===== src/rtl/ad1_adc_responder.sv =====
// ad1_adc_responder: device-side model of the dual-channel AD1 serial ADC link.
// Answers ADC_csn/ADC_sclk from a capture master with two serial data lines.
// Each frame is LEAD_ZEROS zeros followed by a DATA_W-bit sample, MSB first,
// with bits changing on the SCLK falling edge. Samples come from a
// valid/ready stream that is accepted only at frame start.
// Optional feature: define AD1_RAMP_EN to add ramp_sel and an internal ramp
// pattern source (ch0 = ramp, ch1 = ~ramp).
module ad1_adc_responder #(
    parameter int DATA_W      = 12,
    parameter int LEAD_ZEROS  = 4,
    parameter int SYNC_STAGES = 2
) (
    input  logic              clk,
    input  logic              rst,
    input  logic [DATA_W-1:0] s_data0,
    input  logic [DATA_W-1:0] s_data1,
    input  logic              s_valid,
    output logic              s_ready,
    input  logic              ADC_csn,
    input  logic              ADC_sclk,
    output logic              ADC_sdata0,
    output logic              ADC_sdata1,
    output logic              frame_done,
    output logic              underrun,
    output logic              aborted
`ifdef AD1_RAMP_EN
    ,
    input  logic              ramp_sel
`endif
);

    localparam int FRAME_BITS = LEAD_ZEROS + DATA_W;
    localparam int CNT_W      = $clog2(FRAME_BITS + 1);

    typedef enum logic [1:0] {
        IDLE  = 2'd0,
        SHIFT = 2'd1,
        DONE  = 2'd2
    } state_t;

    state_t state, state_nxt;

    logic [SYNC_STAGES-1:0] csn_sync;
    logic [SYNC_STAGES-1:0] sclk_sync;
    logic                   csn_hist;
    logic                   sclk_hist;
    logic                   csn_s;
    logic                   sclk_s;
    logic                   csn_fall;
    logic                   csn_rise;
    logic                   sclk_fall;

    logic [FRAME_BITS-1:0]  sh0;
    logic [FRAME_BITS-1:0]  sh1;
    logic [DATA_W-1:0]      held0;
    logic [DATA_W-1:0]      held1;
    logic [CNT_W-1:0]       bit_cnt;
    logic                   last_bit;

    logic                   do_load;
    logic                   do_shift;
    logic                   do_finish;
    logic                   do_abort;
    logic                   use_ramp;
    logic                   take_sample;
    logic                   do_underrun;
    logic [DATA_W-1:0]      load0;
    logic [DATA_W-1:0]      load1;
    logic [FRAME_BITS-1:0]  load_word0;
    logic [FRAME_BITS-1:0]  load_word1;

    // Synchroniser chains plus one history flop for edge detection. These are
    // deliberately left out of reset: a reset while csn is held low must not
    // look like a fresh csn falling edge once reset is released.
    always_ff @(posedge clk) begin
        csn_sync  <= {csn_sync[SYNC_STAGES-2:0], ADC_csn};
        sclk_sync <= {sclk_sync[SYNC_STAGES-2:0], ADC_sclk};
        csn_hist  <= csn_sync[SYNC_STAGES-1];
        sclk_hist <= sclk_sync[SYNC_STAGES-1];
    end

    assign csn_s     = csn_sync[SYNC_STAGES-1];
    assign sclk_s    = sclk_sync[SYNC_STAGES-1];
    assign csn_fall  = csn_hist & ~csn_s;
    assign csn_rise  = ~csn_hist & csn_s;
    // sclk activity only matters while the frame select is low
    assign sclk_fall = sclk_hist & ~sclk_s & ~csn_s;
    assign last_bit  = (bit_cnt == CNT_W'(FRAME_BITS - 1));

`ifdef AD1_RAMP_EN
    logic [DATA_W-1:0] ramp;

    // Free-running pattern counter, advanced on every frame load
    always_ff @(posedge clk) begin
        if (rst) begin
            ramp <= '0;
        end else if (do_load) begin
            ramp <= ramp + 1'b1;
        end
    end

    assign use_ramp = ramp_sel;
    assign load0    = ramp_sel ? ramp  : (s_valid ? s_data0 : held0);
    assign load1    = ramp_sel ? ~ramp : (s_valid ? s_data1 : held1);
`else
    assign use_ramp = 1'b0;
    assign load0    = s_valid ? s_data0 : held0;
    assign load1    = s_valid ? s_data1 : held1;
`endif

    assign load_word0 = {{LEAD_ZEROS{1'b0}}, load0};
    assign load_word1 = {{LEAD_ZEROS{1'b0}}, load1};

    // FSM state register
    always_ff @(posedge clk) begin
        if (rst) begin
            state <= IDLE;
        end else begin
            state <= state_nxt;
        end
    end

    // FSM next-state logic; a csn rise always wins over a same-cycle sclk fall
    always_comb begin
        state_nxt = state;
        case (state)
            IDLE: begin
                if (csn_fall) begin
                    state_nxt = SHIFT;
                end
            end
            SHIFT: begin
                if (csn_rise) begin
                    state_nxt = IDLE;
                end else if (sclk_fall && last_bit) begin
                    state_nxt = DONE;
                end
            end
            DONE: begin
                if (csn_rise) begin
                    state_nxt = IDLE;
                end
            end
            default: state_nxt = IDLE;
        endcase
    end

    // FSM output decode: per-cycle datapath actions
    always_comb begin
        do_load     = 1'b0;
        do_shift    = 1'b0;
        do_finish   = 1'b0;
        do_abort    = 1'b0;
        case (state)
            IDLE: begin
                do_load = csn_fall;
            end
            SHIFT: begin
                do_abort  = csn_rise;
                do_shift  = ~csn_rise & sclk_fall & ~last_bit;
                do_finish = ~csn_rise & sclk_fall & last_bit;
            end
            default: ;
        endcase
        take_sample = do_load & s_valid & ~use_ramp;
        do_underrun = do_load & ~s_valid & ~use_ramp;
    end

    // Shift registers, held sample, bit counter and registered outputs
    always_ff @(posedge clk) begin
        if (rst) begin
            held0      <= '0;
            held1      <= '0;
            bit_cnt    <= '0;
            s_ready    <= 1'b0;
            frame_done <= 1'b0;
            ADC_sdata0 <= 1'b0;
            ADC_sdata1 <= 1'b0;
            underrun   <= 1'b0;
            aborted    <= 1'b0;
        end else begin
            s_ready    <= take_sample;
            frame_done <= do_finish;
            if (take_sample) begin
                held0 <= s_data0;
                held1 <= s_data1;
            end
            if (do_underrun) begin
                underrun <= 1'b1;
            end
            if (do_abort) begin
                aborted <= 1'b1;
            end
            if (do_load) begin
                sh0        <= load_word0;
                sh1        <= load_word1;
                bit_cnt    <= '0;
                ADC_sdata0 <= load_word0[FRAME_BITS-1];
                ADC_sdata1 <= load_word1[FRAME_BITS-1];
            end else if (do_shift) begin
                sh0        <= {sh0[FRAME_BITS-2:0], 1'b0};
                sh1        <= {sh1[FRAME_BITS-2:0], 1'b0};
                bit_cnt    <= bit_cnt + 1'b1;
                ADC_sdata0 <= sh0[FRAME_BITS-2];
                ADC_sdata1 <= sh1[FRAME_BITS-2];
            end else if (do_finish || do_abort) begin
                ADC_sdata0 <= 1'b0;
                ADC_sdata1 <= 1'b0;
            end
        end
    end

endmodule


===== config.mk =====
export PLATFORM = sky130hd
export DESIGN_NAME = ad1_adc_responder
export DESIGN_NICKNAME = d
export VERILOG_FILES = /design/src/rtl/ad1_adc_responder.sv
export SDC_FILE = /design/constraint.sdc
export NUM_CORES = 1
export LEC_CHECK = 0
export ABC_AREA = 0
export ABC_CLOCK_PERIOD_IN_PS = 4200
export BUFFER_PORTS_ARGS = -buffer_cell sky130_fd_sc_hd__buf_4
export CORE_MARGIN = 1
export CORE_UTILIZATION = 45
export CTS_BUF_LIST = sky130_fd_sc_hd__clkbuf_8 sky130_fd_sc_hd__clkbuf_16
export DETAILED_ROUTE_END_ITERATION = 8
export HOLD_SLACK_MARGIN = 0.08
export PLACE_DENSITY = 0.75
export SLEW_MARGIN = 40
export SYNTH_ARGS = -nofsm -noshare
export SYNTH_HDL_FRONTEND = slang
export SYNTH_SLANG_ARGS = --single-unit

===== constraint.sdc =====
create_clock -name clk -period 4.2 [get_ports clk]
set_input_delay 0.84 -clock clk [delete_from_list [all_inputs] [get_ports clk]]
set_output_delay 0.84 -clock clk [all_outputs]
set_load 0.02 [all_outputs]

# Yosys cells after proc, flatten, opt, wreduce, memory -nomap -nowiden
# Index checks and enable logic that the tools add are counted.
dict set report op_classes {
  add_sub_neg 1
  n_eq_ne 6
  muxes 18
  bitwise 16
  n_reduce_logical 8
}
# op count
set op_table {}
lappend op_table {{$mux W12} 4}
lappend op_table {{$mux W15} 2}
lappend op_table {{$and A1 B1 Y1} 9}
lappend op_table {{$mux W2} 4}
lappend op_table {{$mux W1} 7}
lappend op_table {{$not A1 Y1} 7}
lappend op_table {{$pmux W2 S3} 1}
lappend op_table {{$add A5 B1 Y5 const B} 1}
lappend op_table {{$eq A5 B4 Y1 const B} 1}
lappend op_table {{$ne A2 B2 Y1 const B} 2}
lappend op_table {{$reduce_bool A2 Y1} 2}
lappend op_table {{$ne A3 B3 Y1 const B} 1}
lappend op_table {{$reduce_and A3 Y1} 1}
lappend op_table {{$eq A2 B1 Y1 const B} 1}
lappend op_table {{$eq A2 B2 Y1 const B} 1}
lappend op_table {{$logic_not A2 Y1} 1}
lappend op_table {{$reduce_and A2 Y1} 1}
lappend op_table {{$reduce_or A2 Y1} 1}
lappend op_table {{$logic_and A1 B1 Y1} 1}
lappend op_table {{$logic_or A1 B1 Y1} 1}
dict set report word_totals {
  reg_bits 73
  inputBits 29
  output_inout_bits 6
  word_cells 67
}

# Logic depth before layout (Yosys ltp)
dict set report depth {
  word_depth 9
  ltp_mapped 7
  depth_no_buf 6
}

# Worst setup path before layout
# Ideal clock, no wire load.
dict set report synth_path {
  kind {register -> register}
  start {reg bit_cnt[0]}
  end {reg sh0[0] (enable)}
  setup_ps 417
  arrival_time_ps 2793
  required_time_ps 3783
  setup_slack_ps 990
  path_stages_with_launch 7
  path_buffers 0
  period_less_slack_ps 3210
  path_cell_list {dfxtp_1 > ha_1 > and3_1 > ha_1 > nor3b_1 > a21oi_1 > nor2_1}
}
dict set report synth_between {
  elab_chain_cells 6
}
# element line
set synth_rtl {}
lappend synth_rtl {{start: declaration} 57} ;# logic [CNT_W-1:0] bit_cnt;
lappend synth_rtl {{start signal: assignment} 203} ;# bit_cnt <= bit_cnt + 1'b1;
lappend synth_rtl {{$eq A5 B4 Y1} 88} ;# assign last_bit = (bit_cnt == CNT_W'(FRAME_BITS - 1));
lappend synth_rtl {{$not A1 Y1} 160} ;# do_shift = ~csn_rise & sclk_fall & ~last_bit;
lappend synth_rtl {{$and A1 B1 Y1} 160}
lappend synth_rtl {{$mux W1} 154} ;# case (state)
lappend synth_rtl {{$reduce_bool A2 Y1 (no line)} n/a}
lappend synth_rtl {{$reduce_and A2 Y1 (no line)} n/a}
lappend synth_rtl {{end signal: assignment} 195} ;# sh0 <= load_word0;
lappend synth_rtl {{end signal: assignment} 201} ;# sh0 <= {sh0[FRAME_BITS-2:0], 1'b0};
lappend synth_rtl {{end: declaration} 53} ;# logic [FRAME_BITS-1:0] sh0;
# No other way between the ends.
# A chain may end at the register's enable or synchronous reset.

# Final worst setup path
dict set report layout_path {
  start {reg bit_cnt[0]}
  end {reg sh1[1] (enable)}
}
dict set report layout_between {
  elab_chain_cells 6
}
# element line
set layout_rtl {}
lappend layout_rtl {{$eq A5 B4 Y1} 88}
lappend layout_rtl {{$not A1 Y1} 160}
lappend layout_rtl {{$and A1 B1 Y1} 160}
lappend layout_rtl {{$mux W1} 154}
lappend layout_rtl {{$reduce_bool A2 Y1 (no line)} n/a}
lappend layout_rtl {{$reduce_and A2 Y1 (no line)} n/a}
lappend layout_rtl {{end signal: assignment} 196} ;# sh1 <= load_word1;
lappend layout_rtl {{end signal: assignment} 202} ;# sh1 <= {sh1[FRAME_BITS-2:0], 1'b0};
lappend layout_rtl {{end: declaration} 54} ;# logic [FRAME_BITS-1:0] sh1;
# No other way between the ends.

==> results.yml <==
yosys:
  synth_adder_area_share_pct: 0.813
  syn_area_um2: 3080
  synth_edf_count: 30
  netlist_instances: 302
  yosysSeqAreaShare_pct: 57.2
  ys_types: 35
  ys_warn_count: 0
  synth_mux_area_share_pct: 8.13
  synth_top_family_by_area: "simple AND/OR/NAND/NOR gates"
  ys_ff_latch: 73
  synth-simple-area-share_pct: 15.4
  synth-xor-area-share_pct: 0
  synth_fp_nets: 333
  synth-compound-area-share_pct: 14.6
  syn_avg_cell_area_um2: 10.2
  synth_ff_type: "dfxtp_1"
  synth_async_sr_flop_share_pct: 0
detailed_routing:
  viasPerCell: 5.48
  first_pass_iters: 6
  drc: 0
  drtIter0Drc: 105
  ant_nets: 0
  vias: 2230
  wire_per_inst_um: 14.1
  wirelength_um: 5740
placed_design:
  dpl-instance-area_um2: 3350
  hpwl_um: 3430
  gp_congestion: 0.823
  portBuffers: 34
clocking:
  insertion_delay_ns: 0.35
  path_clk_slew_ns: 0.08
  cts-resized-gates: 0
  cts_setup_buffers: 0
  cts_root_buffer: "clkbuf_8"
  numCtsBuffers: 9
  clkSinkCount: 73
  cts.path.max_buffers: 2
  htreeDepth: 3
  cts_tree: "built"
  cts_hold_buffers: 0
worst_setup_path:
  critPathLaunch: "bit_cnt[0]"
  endpoint: "sh1[1]"
  r2r_cells: 7
  slowest_delay_ns: 0.58
  path_buf_inv: 1
  reg2reg_setup_slack_ns: 1.68
  path_max_fanout: 30
  path_depth: 7
  path_cells: "ha_1 > and3_1 > ha_1 > nor3b_1 > a21oi_1 > nor2_2 > buf_4"
  crit_slowest_cell: "nor3b_1"
  required_ns: 4.21
  critPathTopFamily: "simple AND/OR/NAND/NOR gates"
  critPathKind: "reg -> reg"
  r2r_start: "bit_cnt[0]"
  critPathMostFrequentCell: "ha_1"
  crit_path_start_kind: "flop"
  critPathCaptureType: "flop"
  cp.arrival_ns: 2.52
  r2r-end: "sh1[1]"
run_status:
  outcome: "finished clean"
job:
  max_cap_viol_count: 0
worst_hold_path:
  hold_depth: 0
  hp-start: "csn_sync[0]"
  hp-class: "reg -> reg"
power:
  power_mw: 1.48
  power_leakage_nw: 1.34
  power_density_nw_per_um2: 414
  vdd_ir_drop_max_uv: 275
floorplan:
  die_area_um2: 7180
  chipWidth_um: 84.7
  core_area_um2: 6490
  die_y_um: 84.7
  ios: 35
  initial_utilization_pct: 47.4
  rows: 29
grt:
  grt_first_pass_wirelength_um: 9750
  grt_pass1_vias: 2166
  antenna_found_initial: 0
  grtUsageTotal_pct: 17.5
  grt_overflow: 0
  grt_max_degree: 80
final_layout:
  layout_common_cells: "dfxtp_1 (43), buf_4 (37), o21ai_1 (33), nand3_1 (33)"
  final_layout_size_suffix_gt1_share_pct: 17.9
  final_common_cell: "dfxtp_1"
  nNetsFinal: 356
  fillerInstances: 582
  area_growth_pct: 15.8
  final_area_um2: 3560
  multiInputGateArea_um2: 1200
  antenna_cells: 0
  seqCellArea_um2: 1760
sta:
  final_max_slew_viol_count: 0
  skew_ns: 0.0117
  relSlewSlack_pct: 49.4
  finalSetupTns_ns: 0
  fmax_ghz: 0.397
  tightest_slew_ns: 0.754
  finalHoldViolCount: 0
  rsz0062_at_grt: "no"
  period_needed_ns: 2.52
  period_share_pct: 59.9
  setup_viol: 0
-- per-layer routing --
layer,global-route usage [%],share of wire [%]
met5,0,0
met4,7.09,1.1
met2,29.6,48
met3,6.10,4.3
met1,20.4,46
-- cells by family (layout without fill, tap and decap cells) --
| group | after synthesis | in the layout |
|---|---|---|
| and+or+nand+nor | 87 | 87 |
| AOI/OAI and AO/OA | 86 | 86 |
| DFF | 73 | 73 |
| buffers and inverters | 29 | 57 |
| muxes | 25 | 25 |
| adders and majority gates | 2 | 2 |
-- where the power goes --
part | internal [mW] | switching [mW]
registers | 0.762 | 0.0104
clock network | 0.330 | 0.251
logic | 0.0503 | 0.0727
total | 1.14 | 0.334
-- sequential cells by signal, summed over array words and instances (netlist names), 2 cells and up --
signal	count
held0	12
csn_sync	2
bit_cnt	5
state	2
sh0	15
sclk_sync	2
held1	12
sh1	15
-- synth_stat cells, drive strengths merged, types with 2 or more instances --
| cell | count | area share (%) |
|---|---|---|
| or3b | 3 | 0.85 |
| a21oi | 31 | 5.2 |
| mux2i | 25 | 8.1 |
| o21ai | 48 | 7.8 |
| a211oi | 2 | 0.49 |
| nand2b | 2 | 0.41 |
| nor3b | 2 | 0.65 |
| buf | 10 | 1.5 |
| nand2 | 25 | 3.0 |
| clkbuf | 15 | 1.8 |
| inv | 4 | 0.49 |
| and2 | 6 | 1.2 |
| nor2 | 5 | 0.61 |
| or3 | 2 | 0.41 |
| edfxtp | 30 | 29 |
| a31oi | 2 | 0.41 |
| nand3 | 33 | 5.4 |
| nor2b | 2 | 0.41 |
| ha | 2 | 0.81 |
| nor3 | 2 | 0.49 |
| dfxtp | 43 | 28 |
-- worst reg2reg max path: stages (launching register included) --
cell and delay [ns]:
dfxtp_1 0.33, ha_1 0.22, and3_1 0.19, ha_1 0.22, nor3b_1 0.58, a21oi_1 0.17
nor2_2 0.11, buf_4 0.35
-- worst min path at each step --
| stage | endpoint | slack, ns |
|---|---|---|
| global placement | sclk_sync[1] | 0.32 |
| finish | csn_sync[1] | 0.33 |
| global route | sclk_sync[1] | 0.34 |
| floorplan | csn_sync[1] | 0.31 |
| CTS | csn_sync[1] | 0.33 |
| detailed placement | csn_sync[1] | 0.31 |
-- cell type report --
type | instances | area share, %
flip-flops and latches | 73 | 49.4
multi-input cells | 200 | 33.7
repair buffers | 37 | 7.79
clock buffers | 9 | 3.47
well taps | 77 | 2.70
clock inverters | 7 | 2.49
inverters | 4 | 0.421
-- metrics by stage --
step / setup slack (ns) / hold WS [ns] / util [%] / instances
after floorplan: 0.990 / 0.310 / - / 302
after detailed placement: 1.71 / 0.313 / 51.6 / 391
final: 1.68 / 0.329 / 54.9 / 407
after CTS: 1.68 / 0.331 / 54.9 / 407
after global placement: 1.76 / 0.316 / 51.6 / 391
after global routing: 1.43 / 0.338 / 54.9 / 407
No activity file was read; power rests on OpenSTA's default activity.
